===== src/rtl/reg_map_pkg.sv =====
// ----------------------------------------------------------------------------
// reg_map_pkg
//
// Purpose:
//    Shared definitions for the camera parameter store. The reader
//    (reg_reader) and the writer (reg_writer) both import this package, so
//    the RAM address layout and the register index map are defined in one
//    place only.
//
// Contents:
//    SYNC_BYTE_DEFAULT  default frame start marker for the host byte link
//    ADDR_W / DATA_W    RAM address and data widths
//    IDX/MODE/CAM       address field widths and bit offsets
//                       (address = {reg_idx[3:0], mode[1:0], cam})
//    REG_*              register index constants (WIDTH, DEPTH, T11..T33)
//    wr_state_t         writer FSM state encoding
//    make_addr()        packs the three address fields into a RAM address
// ----------------------------------------------------------------------------
package reg_map_pkg;

    // Frame start marker on the host byte link.
    localparam logic [7:0] SYNC_BYTE_DEFAULT = 8'hA5;

    // RAM geometry.
    localparam int ADDR_W = 7;
    localparam int DATA_W = 25;

    // Address field layout: IDX[6:3], MODE[2:1], CAM[0].
    localparam int IDX_W    = 4;
    localparam int IDX_LSB  = 3;
    localparam int MODE_W   = 2;
    localparam int MODE_LSB = 1;
    localparam int CAM_W    = 1;
    localparam int CAM_LSB  = 0;

    // Register index map. Indices above REG_LAST may be written but the
    // reader never looks at them.
    localparam logic [IDX_W-1:0] REG_WIDTH = 4'd0;
    localparam logic [IDX_W-1:0] REG_DEPTH = 4'd1;
    localparam logic [IDX_W-1:0] REG_T11   = 4'd2;
    localparam logic [IDX_W-1:0] REG_T12   = 4'd3;
    localparam logic [IDX_W-1:0] REG_T13   = 4'd4;
    localparam logic [IDX_W-1:0] REG_T21   = 4'd5;
    localparam logic [IDX_W-1:0] REG_T22   = 4'd6;
    localparam logic [IDX_W-1:0] REG_T23   = 4'd7;
    localparam logic [IDX_W-1:0] REG_T31   = 4'd8;
    localparam logic [IDX_W-1:0] REG_T32   = 4'd9;
    localparam logic [IDX_W-1:0] REG_T33   = 4'd10;
    localparam logic [IDX_W-1:0] REG_LAST  = REG_T33;

    // Writer FSM states. ST_CSUM is only reachable when the checksum
    // feature is built in.
    typedef enum logic [2:0] {
        ST_IDLE  = 3'd0,
        ST_ADDR  = 3'd1,
        ST_DATA  = 3'd2,
        ST_CSUM  = 3'd3,
        ST_WRITE = 3'd4
    } wr_state_t;

    // Packs register index, mode and camera select into a RAM address.
    function automatic logic [ADDR_W-1:0] make_addr(
        input logic [IDX_W-1:0]  idx,
        input logic [MODE_W-1:0] mode,
        input logic [CAM_W-1:0]  cam
    );
        return {idx, mode, cam};
    endfunction

endpackage


===== src/rtl/reg_writer_timeout.sv =====
// ----------------------------------------------------------------------------
// reg_writer_timeout
//
// Purpose:
//    Inter-byte timeout for the frame assembler. A loadable down-counter:
//    every accepted byte reloads it with TIMEOUT-1, and it counts down on
//    each cycle the writer is mid-frame without receiving a byte. The
//    terminal-count pulse fires on the TIMEOUT-th consecutive idle cycle.
//
// Parameters:
//    TIMEOUT  idle cycles allowed between bytes of one frame
//
// Ports:
//    clk    in   1  system clock
//    reset  in   1  synchronous reset, active-high (counter cleared to 0)
//    load   in   1  reload counter with TIMEOUT-1 (byte accepted)
//    en     in   1  count down this cycle (mid-frame, no byte accepted)
//    tc     out  1  terminal count: enabled and counter already at zero
// ----------------------------------------------------------------------------
module reg_writer_timeout #(
    parameter int unsigned TIMEOUT = 100000
) (
    input  logic clk,
    input  logic reset,
    input  logic load,
    input  logic en,
    output logic tc
);

    localparam int CW = (TIMEOUT > 1) ? $clog2(TIMEOUT) : 1;
    localparam logic [CW-1:0] LOAD_VAL = CW'(TIMEOUT - 1);

    logic [CW-1:0] count;

    // Reload has priority over counting; the counter parks at zero so a
    // stale enable can never wrap it around.
    always_ff @(posedge clk) begin
        if (reset) begin
            count <= '0;
        end else if (load) begin
            count <= LOAD_VAL;
        end else if (en && (count != '0)) begin
            count <= count - 1'b1;
        end
    end

    assign tc = en && (count == '0);

endmodule


===== src/rtl/reg_writer.sv =====
// ----------------------------------------------------------------------------
// reg_writer
//
// Purpose:
//    Write side of the camera parameter store. Takes framed commands from the
//    host byte link (UART receiver), assembles a 7-bit RAM address and a
//    25-bit data word, and issues a single-cycle write on the RAM write port.
//
//    Frame: SYNC, ADDR, D3, D2, D1, D0 [, CSUM]
//    Data word = {D3[0], D2, D1, D0}; D3[7:1] is ignored.
//    Address   = ADDR[6:0] = {reg_idx[3:0], mode[1:0], cam}; ADDR[7] must be 0.
//
// Configuration macro:
//    REG_WRITER_CHECKSUM_EN  when defined, a CSUM byte (XOR of ADDR..D0) is
//                            required and checked; when undefined the frame is
//                            six bytes and no checksum logic is built.
//
// Parameters:
//    TIMEOUT    idle cycles allowed between bytes of one frame
//    SYNC_BYTE  frame start marker
//
// Ports:
//    clk        in   1   system clock
//    i_reset    in   1   synchronous reset, active-high
//    i_data     in   8   received byte
//    i_valid    in   1   i_data valid this cycle
//    o_ready    out  1   byte accepted when i_valid && o_ready
//    o_addr_wr  out  7   RAM write address {reg_idx, mode, cam}
//    o_data_wr  out  25  RAM write data
//    o_we       out  1   RAM write enable, one-cycle pulse
//    o_done     out  1   frame committed (same cycle as o_we)
//    o_err      out  1   frame dropped (bad address, checksum or timeout)
//    o_busy     out  1   high whenever a frame is in progress
// ----------------------------------------------------------------------------
module reg_writer
    import reg_map_pkg::*;
#(
    parameter int unsigned TIMEOUT   = 100000,
    parameter logic [7:0]  SYNC_BYTE = SYNC_BYTE_DEFAULT
) (
    input  logic              clk,
    input  logic              i_reset,
    input  logic [7:0]        i_data,
    input  logic              i_valid,
    output logic              o_ready,
    output logic [ADDR_W-1:0] o_addr_wr,
    output logic [DATA_W-1:0] o_data_wr,
    output logic              o_we,
    output logic              o_done,
    output logic              o_err,
    output logic              o_busy
);

    wr_state_t         state;
    wr_state_t         state_next;
    logic              accept;
    logic              frame_err;
    logic [1:0]        byte_cnt;
    logic [ADDR_W-1:0] addr_q;
    logic [DATA_W-1:0] data_q;
    logic              timeout_en;
    logic              timeout_tc;
`ifdef REG_WRITER_CHECKSUM_EN
    logic [7:0]        csum_q;
`endif

    // The only cycle a byte cannot be taken is the write cycle itself, so a
    // SYNC arriving right behind a frame waits exactly one cycle.
    assign accept = i_valid && o_ready;

    // The inter-byte timer runs only while a frame is partially received;
    // a byte landing on the terminal-count cycle reloads it instead.
    assign timeout_en = ((state == ST_ADDR) || (state == ST_DATA)
`ifdef REG_WRITER_CHECKSUM_EN
                         || (state == ST_CSUM)
`endif
                        ) && !accept;

    reg_writer_timeout #(
        .TIMEOUT (TIMEOUT)
    ) u_timeout (
        .clk   (clk),
        .reset (i_reset),
        .load  (accept),
        .en    (timeout_en),
        .tc    (timeout_tc)
    );

    // State register.
    always_ff @(posedge clk) begin
        if (i_reset) begin
            state <= ST_IDLE;
        end else begin
            state <= state_next;
        end
    end

    // Next-state logic. Error pulses are raised in the same cycle as the
    // offending byte or the expiring timeout, and the FSM drops back to IDLE.
    always_comb begin
        state_next = state;
        frame_err  = 1'b0;
        case (state)
            ST_IDLE: begin
                if (accept && (i_data == SYNC_BYTE)) begin
                    state_next = ST_ADDR;
                end
            end
            ST_ADDR: begin
                if (accept) begin
                    if (i_data[7]) begin
                        frame_err  = 1'b1;
                        state_next = ST_IDLE;
                    end else begin
                        state_next = ST_DATA;
                    end
                end else if (timeout_tc) begin
                    frame_err  = 1'b1;
                    state_next = ST_IDLE;
                end
            end
            ST_DATA: begin
                if (accept) begin
                    if (byte_cnt == 2'd3) begin
`ifdef REG_WRITER_CHECKSUM_EN
                        state_next = ST_CSUM;
`else
                        state_next = ST_WRITE;
`endif
                    end
                end else if (timeout_tc) begin
                    frame_err  = 1'b1;
                    state_next = ST_IDLE;
                end
            end
`ifdef REG_WRITER_CHECKSUM_EN
            ST_CSUM: begin
                if (accept) begin
                    if (i_data == csum_q) begin
                        state_next = ST_WRITE;
                    end else begin
                        frame_err  = 1'b1;
                        state_next = ST_IDLE;
                    end
                end else if (timeout_tc) begin
                    frame_err  = 1'b1;
                    state_next = ST_IDLE;
                end
            end
`endif
            ST_WRITE: begin
                state_next = ST_IDLE;
            end
            default: begin
                state_next = ST_IDLE;
            end
        endcase
    end

    // Frame assembly. The address and data registers drive the RAM port
    // directly; they are complete before WRITE and cannot change during it
    // because no byte is accepted in that state.
    always_ff @(posedge clk) begin
        if (i_reset) begin
            byte_cnt <= 2'd0;
            addr_q   <= '0;
            data_q   <= '0;
        end else if (accept) begin
            if ((state == ST_ADDR) && !i_data[7]) begin
                addr_q   <= i_data[ADDR_W-1:0];
                byte_cnt <= 2'd0;
            end else if (state == ST_DATA) begin
                data_q   <= {data_q[DATA_W-9:0], i_data};
                byte_cnt <= byte_cnt + 2'd1;
            end
        end
    end

`ifdef REG_WRITER_CHECKSUM_EN
    // Running XOR of ADDR through D0, seeded by the address byte.
    always_ff @(posedge clk) begin
        if (i_reset) begin
            csum_q <= 8'h00;
        end else if (accept) begin
            if (state == ST_ADDR) begin
                csum_q <= i_data;
            end else if (state == ST_DATA) begin
                csum_q <= csum_q ^ i_data;
            end
        end
    end
`endif

    assign o_ready   = (state != ST_WRITE);
    assign o_busy    = (state != ST_IDLE);
    assign o_we      = (state == ST_WRITE);
    assign o_done    = (state == ST_WRITE);
    assign o_err     = frame_err;
    assign o_addr_wr = addr_q;
    assign o_data_wr = data_q;

endmodule


===== config.mk =====
export PLATFORM = sky130hd
export DESIGN_NAME = reg_writer
export DESIGN_NICKNAME = d
export VERILOG_FILES = /design/src/rtl/reg_map_pkg.sv /design/src/rtl/reg_writer_timeout.sv /design/src/rtl/reg_writer.sv
export SDC_FILE = /design/constraint.sdc
export NUM_CORES = 1
export LEC_CHECK = 0
export ABC_AREA = 1
export CAP_MARGIN = 15
export CORE_MARGIN = 3
export CORE_UTILIZATION = 50
export DETAILED_ROUTE_END_ITERATION = 10
export GPL_TIMING_DRIVEN = 0
export PLACE_DENSITY = 0.77
export SETUP_SLACK_MARGIN = 0.4
export SLEW_MARGIN = 20
export SYNTH_ARGS = -nofsm -noshare
export SYNTH_HDL_FRONTEND = slang
export SYNTH_HIERARCHICAL = 1
export SYNTH_SLANG_ARGS = --single-unit

===== constraint.sdc =====
create_clock -name clk -period 4.79 [get_ports clk]
set_input_delay 0.958 -clock clk [delete_from_list [all_inputs] [get_ports clk]]
set_output_delay 0.958 -clock clk [all_outputs]
set_load 0.01 [all_outputs]

==> results.txt <==
run status: completed
unrepaired setup endpoints after global routing: no
pins over their slew limit: 0
Hold Fails Final Rpt: 0
post-layout instance area: 0.00324 mm^2
data required time of the worst path: 3830 ps
Max Clk Rate: 0.256 GHz
reported max-cap violation count: 0
CTS Root Cell: clkbuf_8
starting density of the core: 53.1%
number of synthesized register bits: 54
setup tns final: 0 ps
wire length of the first global-routing pass: 10,600 um
Synth Cell Area: 0.00259 mm^2
share of final-layout standard cells stronger than drive strength 1: 8.00%
number of buffers inserted by post-CTS setup repair: 0
placed wire-length estimate after detailed placement: 4600 um
GRT overflow: 0
leakage power summed over all cells: 0.00150 uW
Cell Rows: 25
Clk Latency, worst-skew pair: 310 ps
power density over the cells: 246 mW/mm^2
slew margin rel.: 70.1%
most numerous cell types in the synthesized netlist: nor2_1 (87), nand2_1 (68), dfxtp_1 (54), inv_1 (38), o21ai_0 (29)
via count: 2,405
total of cells resized after clock tree synthesis: 0
area enclosed by the die boundary: 0.00608 mm^2
worst-path fanout max: 9
total of buffers placed on input and output ports: 47
post-layout net count: 437
dominant cells by area after synthesis: dfxtp_1 (42%), nor2_1 (13%), nand2_1 (9.8%)
share of async-settable or async-resettable flops after synthesis: 0%
ANT nets after route: 0
routability congestion estimate from global placement: 0.872
first-pass detailed-route iteration total: 6
number of endpoints failing setup at the final stage: 0
number of enable flip-flop cells after synthesis: 0
CTS clk-pin slew, worst paths: 100 ps
Critical Path Max Stage Delay: 570 ps
routed length per placed instance: 12.3 um
Final min period: 3910 ps
Yosys top cell area share: 41.7%
maximum ir drop on the vdd rail: 0.178 mV
most frequently used flop master after synthesis: dfxtp_1
gr usage total: 21.4%
number of fill cells in the layout: 461
ratio of final minimum period to clock period: 81.7%
deepest clock path buffer count: 2
top-count cell post-synth: nor2_1
number of remaining DRC errors: 0
critical path's slowest cell: clkdlybuf4s50_1
proportion of synthesized chip area in sequential cells: 41.7%
Iter 0 DRT Violations: 90
Inserted Clock Buffers: 5
Crit. End Element: output pin
crit start category: primary input
area growth from synthesis to layout: 25.0%
worst reg2reg setup slack: 2880 ps
syn nets: 383
start-to-end type of the worst setup path: in -> out
Synth area leader: dfxtp_1
critical path arrival: 2950 ps
Yosys Warn Count: 6
area of the core region: 0.00488 mm^2
H-tree lvl count: 2
clock net sink count: 54
number of global-route vias before repair: 2,430
Tightest Pin Transition: 449 ps
Total Routed Length: 6050 um
TritonCTS clock tree: yes
setup skew after layout: 7.57 ps
average instance area after synthesis: 7.01 um^2
CTS Hold Buffers Added: 0
antenna violations before repair: 0
diode count: 0
Vert. Die Dim: 78.0 um
Top Ports: 48
Synth cell types: 33
Min-Delay Path Class: reg -> reg
cell-by-cell trace of the critical path: clkdlybuf4s50_1 -> nand2_1 -> nand2_1 -> inv_1 -> buf_2 -> nand3_1 -> nor2_1 -> nand3_1 -> o31ai_1 -> clkdlybuf4s50_1
placed instance area: 0.00315 mm^2
largest net degree at the start of global routing: 19
average vias per placed instance: 4.89
Die W: 78.0 um
synthesized instance count: 370
==> final timing paths <==
kind	start	endpoint	depth (start not counted)
hold reg to reg	u_timeout/count[16]	u_timeout/count[16]	2
hold / removal	u_timeout/count[16]	u_timeout/count[16]	2
setup reg to reg	state[0]	state[1]	13
setup / recovery	i_valid	o_err	10
==> cells by family after synthesis <==
| logic type | Yosys count | share of synthesized area [%] |
|---|---|---|
| AO/OA/AOI/OAI | 56 | 11.6 |
| XOR/XNOR | 9 | 3.04 |
| adder cells (fa/ha/maj) | 2 | 0.965 |
| buffers and inverters | 54 | 9.84 |
| flip-flops | 54 | 41.7 |
| AND/OR/NAND/NOR | 195 | 32.9 |
==> state kept, by name, summed over array words and instances, names as in the netlist <==
register and count:
u_timeout/count 17, state 3, byte_cnt 2, o_addr_wr 7, o_data_wr 25
==> worst max-delay path, delay by kind of cell <==
family / cells / cell delay [ps]
simple gates: 5 / 670
buf+inv: 4 / 1260
compound gates: 1 / 70
==> routing by layer <==
metal / wire, um / up-vias / GRT usage (%)
met1: 2660 / 1091 / 25.2
met2: 3050 / 38 / 37.7
li1: - / 1270 / -
met5: 0 / - / 0
met4: 90 / 0 / 6.82
met3: 251 / 6 / 5.68
==> report_power, final <==
part | internal, uW | switching, uW
sequential | 455 | 6.29
clock | 106 | 156
combinational | 29.4 | 45.4
==> area by class of cell <==
type | count | area (um^2) | area share, %
Multi-Input combinational cell | 262 | 1260 | 38.7
Sequential cell | 54 | 1080 | 33.3
Timing Repair Buffer | 47 | 470 | 14.5
Inverter | 41 | 155 | 4.79
Buffer | 13 | 100 | 3.09
Tap cell | 67 | 83.8 | 2.59
Clock buffer | 5 | 68.8 | 2.12
Clock inverter | 3 | 26.3 | 0.810
==> per-stage QoR <==
stage	util (%)	hold WS [ps]	total power [uW]	worst slack (ps)	instances
floorplan	-	454	523	2040	370
global placement	64.5	465	545	910	484
detailed placement	64.5	472	546	870	484
CTS	66.4	488	808	868	492
global route	66.4	518	839	680	492
finish	66.4	486	798	878	492
==> cells in the final DEF (no fill, tap or decap), drive strengths merged <==
| cell type | n |
|---|---|
| clkinv | 4 |
| ha | 2 |
| o21ai | 32 |
| or2 | 1 |
| nand4 | 2 |
| clkdlybuf4s50 | 47 |
| xnor2 | 5 |
| buf | 10 |
| nor3 | 1 |
| nand3b | 4 |
| o31ai | 1 |
| o21a | 1 |
| xor2 | 4 |
| inv | 40 |
| nand3 | 24 |
| a21oi | 22 |
| dfxtp | 54 |
| clkbuf | 8 |
| nor2 | 91 |
| nand2 | 72 |
No activity file was read; power rests on OpenSTA's default activity.
